--- src/rtl/y_input_conditioner.sv ---
// rtl/y_input_conditioner.sv - synchronise, debounce and edge-detect the raw Y input of the toggle-FF stage
module y_input_conditioner #(
    parameter int SYNC_STAGES = 2,
    parameter int DB_CYCLES   = 4,
    parameter int CNT_W       = 3,
    parameter int GLITCH_W    = 8
) (
    input  logic                clk,
    input  logic                rst,
    input  logic                y_raw,
    input  logic                en,
    input  logic                glitch_clr,
    output logic                y,
    output logic                y_rise,
    output logic                y_fall,
    output logic                busy,
    output logic [GLITCH_W-1:0] glitch_cnt
);

    typedef enum logic {
        STABLE  = 1'b0,
        QUALIFY = 1'b1
    } state_t;

    localparam logic [CNT_W-1:0]    CNT_LAST   = CNT_W'(DB_CYCLES - 1);
    localparam logic [GLITCH_W-1:0] GLITCH_MAX = '1;

    logic [SYNC_STAGES-1:0] sync;
    logic                   s_out;
    state_t                 state, state_next;
    logic [CNT_W-1:0]       cnt, cnt_next;
    logic                   y_next, rise_next, fall_next;
    logic [GLITCH_W-1:0]    glitch_next;

    // Synchroniser keeps sampling even while disabled so re-enable sees a settled value
    always_ff @(posedge clk or negedge rst) begin
        if (!rst) begin
            sync <= '0;
        end else begin
            sync <= {sync[SYNC_STAGES-2:0], y_raw};
        end
    end

    assign s_out = sync[SYNC_STAGES-1];

    always_ff @(posedge clk or negedge rst) begin
        if (!rst) begin
            state      <= STABLE;
            cnt        <= '0;
            y          <= 1'b0;
            y_rise     <= 1'b0;
            y_fall     <= 1'b0;
            glitch_cnt <= '0;
        end else begin
            state      <= state_next;
            cnt        <= cnt_next;
            y          <= y_next;
            y_rise     <= rise_next;
            y_fall     <= fall_next;
            glitch_cnt <= glitch_next;
        end
    end

    always_comb begin
        state_next  = state;
        cnt_next    = cnt;
        y_next      = y;
        rise_next   = 1'b0;
        fall_next   = 1'b0;
        glitch_next = glitch_cnt;

        if (!en) begin
            // Disabling discards any partial qualification
            state_next = STABLE;
            cnt_next   = '0;
        end else begin
            case (state)
                STABLE: begin
                    if (s_out != y) begin
                        state_next = QUALIFY;
                        cnt_next   = CNT_W'(1);
                    end
                end
                QUALIFY: begin
                    if (s_out == y) begin
                        state_next = STABLE;
                        cnt_next   = '0;
                        if (glitch_cnt != GLITCH_MAX) begin
                            glitch_next = glitch_cnt + 1'b1;
                        end
                    end else if (cnt == CNT_LAST) begin
                        state_next = STABLE;
                        cnt_next   = '0;
                        y_next     = s_out;
                        rise_next  = s_out;
                        fall_next  = ~s_out;
                    end else begin
                        cnt_next = cnt + 1'b1;
                    end
                end
                default: begin
                    state_next = STABLE;
                    cnt_next   = '0;
                end
            endcase
        end

        // Clear wins over a same-cycle abort increment
        if (glitch_clr) begin
            glitch_next = '0;
        end
    end

    assign busy = (state == QUALIFY);

endmodule
--- config.mk ---
export PLATFORM = sky130hd
export DESIGN_NAME = y_input_conditioner
export DESIGN_NICKNAME = d
export VERILOG_FILES = /design/src/rtl/y_input_conditioner.sv
export SDC_FILE = /design/constraint.sdc
export NUM_CORES = 1
export LEC_CHECK = 0
export ABC_AREA = 1
export CORE_ASPECT_RATIO = 0.7
export CORE_MARGIN = 3
export CORE_UTILIZATION = 31
export DETAILED_ROUTE_END_ITERATION = 10
export HOLD_SLACK_MARGIN = 0.03
export PLACE_DENSITY = 0.61
export SLEW_MARGIN = 20
export SYNTH_ARGS = -nofsm -noshare
export SYNTH_HDL_FRONTEND = slang
export SYNTH_SLANG_ARGS = --single-unit
--- constraint.sdc ---
create_clock -name clk -period 2.1 [get_ports clk]
set_input_delay 0.21 -clock clk [delete_from_list [all_inputs] [get_ports clk]]
set_output_delay 0.21 -clock clk [all_outputs]
set_load 0.02 [all_outputs]
== Word-level counts from Yosys, hierarchy flattened ==
Cells that the tools add are included.

* Register bits after elaboration: 17
* Input port bits: 5
* Output and inout port bits: 12
* Logic and storage cells: 46

* Add/sub/neg operators: 2
* Equality and inequality tests: 5
* Mux-type cells: 23
* Bitwise operators: 3
* Reductions and logical operators: 6

{| class="wikitable"
|+ Operators by type and width
! operator !! number
|-
| $mux 8 || 5
|-
| $mux 1 || 12
|-
| $mux 3 || 4
|-
| $add 8x1->8 const B || 1
|-
| $ne 8x8->1 const B || 1
|-
| $reduce_and 4->1 || 2
|-
| $reduce_bool 2->1 || 4
|-
| $pmux 3 s2 || 1
|-
| $add 3x1->3 const B || 1
|-
| $eq 3x2->1 const B || 1
|-
| $ne 3x3->1 const B || 1
|-
| $not 1->1 || 3
|-
| $pmux 1 s2 || 1
|-
| $eq 1x1->1 || 1
|-
| $ne 1x1->1 || 1
|}

== Longest topological paths before layout ==
* Depth in word-level cells: 6
* Gate-level depth with buffers: 8

== Worst setup path before layout ==
No wires, ideal clock.

* Path kind: register to register
* From: reg glitch_cnt[1]
* To: reg glitch_cnt[3]
* Data arrival time: 1.289 ns
* Path slack: 0.737 ns
* Stages on the path, launching flop included: 9
* Path buffers: 1
* Clock period less this slack: 1.363 ns
* Cells stage by stage: dfrtp_1 ha_1 inv_1 nor2_2 nand3_1 nand3_2 buf_6 nand2_1 o21ai_2

* Word-level cells in the longest chain between the ends: 6
* Elaborated cells on any way between the ends: 9
* Those cells by class: add/sub: 1; eq/ne: 1; mux: 5; reduce/logical: 2

{| class="wikitable"
|+ RTL lines
! what !! line !! source
|-
| from (decl) || 17 || <nowiki>output logic [GLITCH_W-1:0] glitch_cnt</nowiki>
|-
| from (signal assigned) || 60 || <nowiki>glitch_cnt <= glitch_next;</nowiki>
|-
| $add 8x1->8 || 89 || <nowiki>glitch_next = glitch_cnt + 1'b1;</nowiki>
|-
| $mux 8 || 88 || <nowiki>if (glitch_cnt != GLITCH_MAX) begin</nowiki>
|-
| $mux 8 || 85 || <nowiki>if (s_out == y) begin</nowiki>
|-
| $mux 8 || 77 || <nowiki>case (state)</nowiki>
|-
| $mux 8 || 72 || <nowiki>if (!en) begin</nowiki>
|-
| $mux 8 || 109 || <nowiki>if (glitch_clr) begin</nowiki>
|}

Parallel ways exist; a longest one is shown, timed or not. The select of a mux whose other input is x is not followed.
A chain may end at the register's enable or synchronous reset.

== Final worst setup path ==
* From: reg glitch_cnt[3]
* To: out glitch_cnt[3]

No word-level cell between the ends.

==> flow_metrics.tcl <==
set metrics [dict create \
    outcome "finished clean" \
    numCtsBuffers 3 \
    io_pins 17 \
    rows 15 \
    initialDrtViolationCount 45 \
    syn_inst 110 \
    drtAntennaViolNets 0 \
    p_leak_nw 0.510 \
    grt_first_pass_wirelength_mm 3.02 \
    drive_gt1_frac 0.0853 \
    post_cts_resized 0 \
    hp-class "input port to async pin" \
    tightest_slew_ns 0.419 \
    fin_nets 137 \
    dieArea_um2 3550 \
    die_h_um 50.7 \
    antenna_found_initial 0 \
    critPathBufInv 1 \
    clk_latency_ns 0.26 \
    ys.warnings.count 0 \
    fin_util 0.434 \
    overflow 0 \
    period_share 0.748 \
    grt_start_max_net_pins 18 \
    rrSetupSlack_ns 0.69 \
    setup_tns_ns 0 \
    ys_seq_area_frac 0.480 \
    rr_worst_depth 7 \
    clk_pin_slew_ns 0.07 \
    grtUsageTotal 0.107 \
    drc_errors 0 \
    vias 735 \
    nFillCells 254 \
    cts_hold_buffers 0 \
    ctsRootBufferMaster "clkbuf_8" \
    vias_per_cell 4.51 \
    wl_mm 1.70 \
    rsz0062_at_grt "false" \
    hold_viol_final 0 \
    rr_startpoint "glitch_cnt[0]$_DFFE_PN0P_" \
    drv_slew 0 \
    worst_clock_skew_ns 0.00552 \
    cts_buffer_depth 2 \
    wl_per_cell_um 10.4 \
    syn_nets 117 \
    required_ns 1.89 \
    clock.fmax_ghz 0.637 \
    critPathKind "flip-flop to output port" \
    areaGrowthSynthToFinish_pct 27.0 \
    grt_pass1_vias 661 \
    p_per_area_nw_per_um2 574 \
    cp-end-kind "output port" \
    hpwl_mm 1.30 \
    syn_avg_cell_area_um2 8.05 \
    finalSetupViolCount 0 \
    slowest_delay_ns 0.65 \
    gp_congestion 0.799 \
    cts_sinks 17 \
    fin_hold_ws_ns 0.274 \
    ys_ff_latch 17 \
    start_util 0.342 \
    path_delay_family "buffers and inverters" \
    ys_types 22 \
    diodes 0 \
    htreeDepth 1 \
    path_cells "clkdlybuf4s50_1" \
    start_kind "flip-flop" \
    cp.arrival_ns 1.36 \
    die_w_um 69.9 \
    drt-pass1-iter-count 4 \
    port-buffer-count 16 \
    ir_drop_mv 0.249 \
    cts_tree "built" \
    maxCapViolations 0 \
    syn-cell-area_um2 886 \
    slowest_stage "clkdlybuf4s50_1" \
    post-route-min-period_ns 1.57 \
    cts_setup_buffers 0 \
    worst-path-max-fanout 7 \
    maxSlewHeadroom 0.720 \
    r2r_end "glitch_cnt[5]$_DFFE_PN0P_" \
    core_region_area_um2 2590 \
]
[sequential cells by signal, summed over array words and instances, names as in the netlist]
| signal | cells |
|---|---|
| cnt | 3 |
| y_rise | 1 |
| y | 1 |
| sync | 2 |
| glitch_cnt | 8 |
| busy | 1 |
| y_fall | 1 |
[report_power, final]
part           internal (mW)  switching, mW  leakage [nW]
logic                 0.0227         0.0371         0.260
clock network          0.135          0.109        0.0228
registers              0.335        0.00666         0.227
total                  0.493          0.153         0.510
[per-layer routing]
metal | global-route usage | wire, um | vias up
met5 | 0 | 0 | -
met4 | 0.0382 | 19 | 0
met3 | 0.0320 | 60 | 3
met2 | 0.168 | 792 | 13
met1 | 0.141 | 830 | 333
li1 | - | - | 386
[stage by stage]
step / total power [mW] / area, um^2 / instances / setup slack [ns]
after global routing: 0.672 / 1120 / 163 / 0.478
after CTS: 0.654 / 1120 / 163 / 0.521
after detailed placement: 0.408 / 1080 / 159 / 0.522
final: 0.646 / 1120 / 163 / 0.529
after floorplan: 0.382 / 886 / 110 / 0.737
after global placement: 0.407 / 1080 / 159 / 0.537
[area by class of cell]
class                      instances  area (um^2)  area share
clock buffer                       4         45.0      0.0400
inverter                          15         56.3      0.0501
multi-input combinational         76          388       0.345
sequential                        17          425       0.378
tap                               34         42.5      0.0378
timing repair buffer              17          168       0.149
[cell families after synthesis]
logic type | count (synthesis) | synth area share
and+or+nand+nor | 62 | 0.315
adders and majority gates | 2 | 0.0282
buffers and inverters | 17 | 0.0819
DFF | 17 | 0.480
xor gates and xnor gates | 2 | 0.0198
AOI/OAI and AO/OA | 10 | 0.0749
[cells in the final DEF, fill, tap and decap left out]
master	count
nand3_2	1
nand3_1	16
nor3_1	3
clkinv_1	1
nor2_2	2
nor2_1	6
o21ai_1	2
or2_1	1
o21bai_1	2
xor2_1	2
clkbuf_1	1
clkdlybuf4s50_1	16
o22ai_1	1
ha_1	2
nand2_1	30
nand2_2	2
inv_1	14
o21ai_2	2
nand3b_1	1
clkbuf_8	3
dfrtp_1	17
a22oi_1	1
buf_4	1
a21oi_1	2
[synth_stat cells (all sizes together)]
master / number / area (um^2)
xor2: 2 / 17.5
nor3: 3 / 15.0
ha: 2 / 25.0
inv: 14 / 52.6
nor2: 8 / 35.0
or2: 1 / 6.26
buf: 2 / 16.3
nand3b: 1 / 7.51
o22ai: 1 / 6.26
a21oi: 2 / 10.0
dfrtp: 17 / 425
o21ai: 4 / 27.5
o21bai: 2 / 15.0
nand3: 17 / 90.1
a22oi: 1 / 7.51
clkinv: 1 / 3.75
nand2: 32 / 125
[worst max-delay path by stage]
stage	start	slack [ns]	endpoint	cells after the start
global route	glitch_cnt[2]$_DFFE_PN0P_	0.48	glitch_cnt[2]	1
finish	glitch_cnt[3]$_DFFE_PN0P_	0.53	glitch_cnt[3]	1
detailed placement	en	0.52	glitch_cnt[5]$_DFFE_PN0P_	6
floorplan	glitch_cnt[1]$_DFFE_PN0P_	0.74	glitch_cnt[3]$_DFFE_PN0P_	8
CTS	glitch_cnt[2]$_DFFE_PN0P_	0.52	glitch_cnt[2]	1
global placement	en	0.54	glitch_cnt[5]$_DFFE_PN0P_	6
No activity file was read; power rests on OpenSTA's default activity.
